==> config.mk <==
export PLATFORM = sky130hd
export DESIGN_NAME = elevator_dispatch_scheduler
export DESIGN_NICKNAME = d
export VERILOG_FILES = /design/src/rtl/elevator_dispatch_scheduler.sv
export SDC_FILE = /design/constraint.sdc
export NUM_CORES = 1
export LEC_CHECK = 0
export BUFFER_PORTS_ARGS = -buffer_cell sky130_fd_sc_hd__buf_2
export CAP_MARGIN = 30
export CORE_ASPECT_RATIO = 1.4
export CORE_UTILIZATION = 54
export DETAILED_ROUTE_END_ITERATION = 8
export GPL_ROUTABILITY_DRIVEN = 1
export PLACE_DENSITY_LB_ADDON = 0.08
export SLEW_MARGIN = 20
export SYNTH_ARGS = -nofsm -noshare
export SYNTH_HDL_FRONTEND = slang
export SYNTH_SLANG_ARGS = --single-unit
==> constraint.sdc <==
create_clock -name clk -period 2.75 [get_ports clk]
set_input_delay 0.1375 -clock clk [delete_from_list [all_inputs] [get_ports clk]]
set_output_delay 0.1375 -clock clk [all_outputs]
set_load 0.1 [all_outputs]
==> src/rtl/elevator_dispatch_scheduler.sv <==
// SCAN request scheduler and motion/door sequencer for a 4-floor elevator car.
// Optional idle homing to floor 0 is enabled by defining SCHED_IDLE_HOME_EN.
module elevator_dispatch_scheduler #(
    parameter int unsigned MOVE_TICKS = 4,
    parameter int unsigned DOOR_TICKS = 3,
    parameter int unsigned IDLE_TICKS = 16
) (
    input  logic       clk,
    input  logic       reset,
    input  logic [2:0] hall_up,
    input  logic [2:0] hall_down,
    input  logic [3:0] car_call,
    output logic [1:0] actualFloor,
    output logic       motor_up,
    output logic       motor_down,
    output logic       door_open,
    output logic       dir_up,
    output logic [3:0] pending,
    output logic       busy
);

    localparam int unsigned MW = (MOVE_TICKS > 1) ? $clog2(MOVE_TICKS) : 1;
    localparam int unsigned DW = (DOOR_TICKS > 1) ? $clog2(DOOR_TICKS) : 1;

    typedef enum logic [1:0] {StIdle, StMove, StDoor} state_e;

    state_e          state_q, state_d;
    logic [1:0]      floor_q, floor_d;
    logic            dir_q, dir_d;
    logic [3:0]      pending_q, pending_d;
    logic [MW-1:0]   move_cnt_q, move_cnt_d;
    logic [DW-1:0]   door_cnt_q, door_cnt_d;

    logic [3:0]      req;
    logic [3:0]      req_mask;
    logic [3:0]      clr;
    logic [3:0]      home_set;
    logic [1:0]      next_floor;

    // True when any request bit lies strictly beyond fl in the given direction.
    function automatic logic any_ahead(input logic [3:0] p, input logic [1:0] fl,
                                       input logic up);
        logic r;
        r = 1'b0;
        for (int i = 0; i < 4; i++) begin
            if (up ? (i > int'(fl)) : (i < int'(fl))) r = r | p[i];
        end
        return r;
    endfunction

    assign req = car_call | {1'b0, hall_up} | {hall_down, 1'b0};

    always_comb begin
        next_floor = floor_q;
        if (dir_q && floor_q != 2'd3) begin
            next_floor = floor_q + 2'd1;
        end else if (!dir_q && floor_q != 2'd0) begin
            next_floor = floor_q - 2'd1;
        end
    end

`ifdef SCHED_IDLE_HOME_EN
    localparam int unsigned IW = (IDLE_TICKS > 1) ? $clog2(IDLE_TICKS) : 1;
    logic [IW-1:0] idle_cnt_q, idle_cnt_d;

    always_comb begin
        idle_cnt_d = '0;
        home_set   = 4'b0000;
        if (state_q == StIdle && pending_q == 4'b0000 && floor_q != 2'd0) begin
            if (idle_cnt_q == IW'(IDLE_TICKS - 1)) begin
                home_set = 4'b0001;
            end else begin
                idle_cnt_d = idle_cnt_q + IW'(1);
            end
        end
    end

    always_ff @(posedge clk) begin
        if (reset) begin
            idle_cnt_q <= '0;
        end else begin
            idle_cnt_q <= idle_cnt_d;
        end
    end
`else
    logic unused_idle_ticks;
    assign unused_idle_ticks = ^IDLE_TICKS;
    assign home_set = 4'b0000;
`endif

    always_comb begin
        state_d    = state_q;
        floor_d    = floor_q;
        dir_d      = dir_q;
        move_cnt_d = move_cnt_q;
        door_cnt_d = door_cnt_q;
        clr        = 4'b0000;
        req_mask   = req;

        unique case (state_q)
            StIdle: begin
                if (pending_q[floor_q]) begin
                    state_d        = StDoor;
                    door_cnt_d     = '0;
                    clr[floor_q]   = 1'b1;
                end else if (any_ahead(pending_q, floor_q, dir_q)) begin
                    state_d    = StMove;
                    move_cnt_d = '0;
                end else if (any_ahead(pending_q, floor_q, !dir_q)) begin
                    state_d    = StMove;
                    dir_d      = !dir_q;
                    move_cnt_d = '0;
                end
            end
            StMove: begin
                if (move_cnt_q == MW'(MOVE_TICKS - 1)) begin
                    floor_d    = next_floor;
                    move_cnt_d = '0;
                    if (pending_q[next_floor]) begin
                        state_d         = StDoor;
                        door_cnt_d      = '0;
                        clr[next_floor] = 1'b1;
                    end else if (!any_ahead(pending_q, next_floor, dir_q)) begin
                        state_d = StIdle;
                    end
                end else begin
                    move_cnt_d = move_cnt_q + MW'(1);
                end
            end
            StDoor: begin
                // A call for the served floor keeps the door open instead of queueing.
                if (req[floor_q]) begin
                    door_cnt_d        = '0;
                    req_mask[floor_q] = 1'b0;
                end else if (door_cnt_q == DW'(DOOR_TICKS - 1)) begin
                    state_d    = StIdle;
                    door_cnt_d = '0;
                end else begin
                    door_cnt_d = door_cnt_q + DW'(1);
                end
            end
            default: state_d = StIdle;
        endcase

        pending_d = (pending_q | req_mask | home_set) & ~clr;
    end

    always_ff @(posedge clk) begin
        if (reset) begin
            state_q    <= StIdle;
            floor_q    <= 2'd0;
            dir_q      <= 1'b1;
            pending_q  <= 4'b0000;
            move_cnt_q <= '0;
            door_cnt_q <= '0;
        end else begin
            state_q    <= state_d;
            floor_q    <= floor_d;
            dir_q      <= dir_d;
            pending_q  <= pending_d;
            move_cnt_q <= move_cnt_d;
            door_cnt_q <= door_cnt_d;
        end
    end

    assign actualFloor = floor_q;
    assign motor_up    = (state_q == StMove) && dir_q;
    assign motor_down  = (state_q == StMove) && !dir_q;
    assign door_open   = (state_q == StDoor);
    assign dir_up      = dir_q;
    assign pending     = pending_q;
    assign busy        = (state_q != StIdle);

endmodule

==> summary.txt <==
Status
  • Outcome: finished clean

Flow run
  • Max_cap viols: 0

Floorplanning
  • Chip height: roughly 56 um
  • Core ar.: approximately 0.0019 sq mm
  • Row cnt: 19
  • Io pins: 23
  • Initial Util: 57.3%
  • DIE WIDTH: just over 40 um
  • Total Die Area: between 0.002 and 0.0025 sq mm

Routing
  • Vias post-DR: 1,217
  • Initial DRC Count: 65
  • First-pass DRT Iterations: 4
  • Routed wire length: 3060 um
  • # DRC: 0
  • DR vias/cell: around 6.5
  • Routed WL per cell: ~16 um
  • Final ANT Viol Nets: 0

Layout
  • Layout cells sized above 1: between 20% and 30%
  • Layout Utilization: 64.2%
  • Final non-filler cell total: 187
  • Layout area overhead: 12.0%
  • Fillers: about 190
  • ANT cells: 0
  • Nets: ~190

Yosys
  • Ys Warns: 0
  • Mapped Area: roughly 0.0011 sq mm
  • Area leader, netlist: dfxtp_1
  • Ys flop type: dfxtp_1
  • Synth top area share: 23.3%
  • EDFF count, synth: 0
  • Synth async-reset ratio: 0%
  • Most numerous cell in the Yosys netlist: nor2_1
  • Syn avg cell area: approximately 7.7 sq um
  • Syn Nets: about 170
  • Synth Register Bits: 13
  • Gate count of the mapped netlist: roughly 150
  • Post-synthesis cell type count: between 40 and 50
  • Post-synthesis sequential area ratio: roughly a quarter
  • Leading post-synthesis cells by cell area: dfxtp_1 23%, ha_1 7.8%, nor2_1 6.0%
  • Most common library cells after synthesis: 18 x nor2_1, 13 x dfxtp_1, 11 x nand2_1, 10 x a21oi_1, 8 x inv_1

Setup path
  • Crit path launch type: flop
  • Crit path kind: flop to flop
  • R2R setup slack: around 270 ps
  • R2R Path End: pending[1]
  • Crit-path cells: inv_2, ha_1, xnor2_1, mux2_2, a22o_1, a221o_1, nor2_1, a31oi_1
  • CP Capture Type: flop
  • Crit path required time: around 2900 ps
  • Worst path max stage delay: roughly 450 ps
  • Depth of the most critical reg-to-reg path: 8
  • Top Family by Delay on Critical Path: compound AO/OA/AOI/OAI gates
  • Slowest stage cell, crit path: dfxtp_2
  • CP max FO: 10
  • Buf/Inv on CP: 1
  • Worst Path Arrival: about 2600 ps
  • Launch point of the worst reg-to-reg path: actualFloor[0]

Clocking
  • Clock-pin slew on the worst setup and hold paths: approximately 100 ps
  • Clock Tree Root: clkbuf_4
  • CTS max path bufs: 2
  • H-tree depth: 1
  • Post CTS Setup Buffer Count: 0
  • CTS Hold Buffers Added: 0
  • Clk sink count: 13
  • Inserted Clock Buffers: 3
  • CTS tree: built
  • Post-cts resize count: 0
  • Clk_lat worst skew: ~300 ps

STA
  • FMAX: slightly above 0.4 GHz
  • Final min period: about 2500 ps
  • Setup WS post-layout: approximately 270 ps
  • Worst slew pin tran: 714 ps
  • Final setup fails: 0
  • Final hold slack: ~190 ps
  • Relative slew slack: 52.3%
  • Fin crit share: 90.1%
  • Unrepaired setup endpoints after global routing: false
  • Setup Skew: around 12 ps
  • Setup total negative slack: 0 ps
  • Final Hold Viols: 0
  • Slew Viols, Final: 0

Pwr
  • Logic gate share of total power: between 50% and 60%
  • Clock share of power: between 10% and 20%
  • Flop pwr share: 30.3%
  • Power density cells: approximately 690 mW/mm^2
  • Pleak: 0.524 nW
  • Switching Fraction: between 50% and 60%
  • Internal power: about 0.39 mW
  • IR Drop Worst-Case VDD: 682 uV
  • Psw: approximately 0.47 mW

Global route
  • Vias in the first global route: roughly 1,100
  • Initial antenna violation count: 0
  • Largest net degree at the start of global routing: 23
  • Total grt overflow: 0
  • Tot GR Track Use: between 30% and 40%
  • First-pass GRT wire length: roughly 4800 um

Min path
  • Hold EP: actualFloor[0]
  • Worst hold stages: 2
  • Min-delay src: reset
  • Hold crit path type: input pin to flop

Placement
  • Final Wtd Congestion: ~0.9
  • Cells after DPL: approximately 180
  • IO Port Bufs: 22
  • Post-DP HPWL: 2300 um
  • Dpl ws: between 300 and 400 ps
==> power by group through the flow <==
stage	sequential (mW)	clock [mW]	combinational, mW
finish	0.262	0.131	0.470
CTS	0.258	0.132	0.469
floorplan	0.305	0	0.335
detailed placement	0.263	0	0.466
global placement	0.261	0	0.460
global route	0.265	0.140	0.496
==> registers in the layout (all words and copies together), names as in the netlist <==
signal / count
move_cnt_q: 2
door_cnt_q: 2
pending: 4
state_q: 2
dir_up: 1
actualFloor: 2
==> layer usage <==
layer  global-route usage [%]  wire [um]  part of all wire, %
met3                     5.20        171                  5.6
met2                     47.2       1490                   49
met1                     36.0       1280                   42
met5                        0          0                    0
met4                     18.1        122                  4.0
==> cell families after synthesis <==
logic type	count (synthesis)	share of synthesized area, %
multiplexers	3	3.92
adder cells (fa/ha/maj)	7	7.84
flip-flops	13	23.3
AND/OR/NAND/NOR	53	23.7
AO/OA/AOI/OAI	50	31.7
XOR/XNOR	3	2.35
buffers and inverters	17	7.17
==> placed cells by master, fill, tap and decap left out, types with 2 or more instances in the layout <==
master    count
a221oi_1      5
nand3b_1      3
buf_4         2
nand2b_1      4
nand2_1      11
xnor2_1       3
o41ai_1       2
nand3_1       2
ha_1          7
buf_2        22
o21bai_1      2
dfxtp_1      11
o211ai_1      2
clkbuf_4      3
nor3_1        5
dfxtp_2       2
nor2b_1       2
a31oi_1       2
a21oi_1      10
o21ai_0       7
nor2_1       18
a211oi_1      5
o31ai_1       2
inv_1         8
==> worst max path at each step <==
stage | start | end | slack, ps | cells after the start
2_1_floorplan | actualFloor[0] | pending[1] | 70 | 10
3_3_place_gp | actualFloor[0] | pending[2] | 400 | 8
3_5_place_dp | actualFloor[0] | pending[2] | 330 | 8
4_1_cts | actualFloor[0] | pending[2] | 290 | 8
5_1_grt | actualFloor[0] | pending[2] | 60 | 8
6_report | actualFloor[0] | pending[1] | 270 | 8
==> worst reg2reg max path, stage by stage, from the launching register on <==
cell and delay [ps]:
dfxtp_2 450, inv_2 130, ha_1 340, xnor2_1 200
mux2_2 280, a22o_1 190, a221o_1 300, nor2_1 310
a31oi_1 130
==> stage by stage <==
step | power, mW | cell area, sq um
after CTS | 0.860 | 1250
after global placement | 0.722 | 1220
after detailed placement | 0.729 | 1220
final | 0.863 | 1250
after floorplan | 0.640 | 1120
after global routing | 0.901 | 1250
==> layout make-up <==
cell class	count	area (sq um)	share of cell area, %
multi-input cells	116	777	62.1
inverters	9	33.8	2.70
repair buffers	24	125	10.0
flip-flops and latches	13	263	21.0
well taps	21	26.3	2.10
clock buffers	4	26.3	2.10
Power figures use the tool's default switching activity.
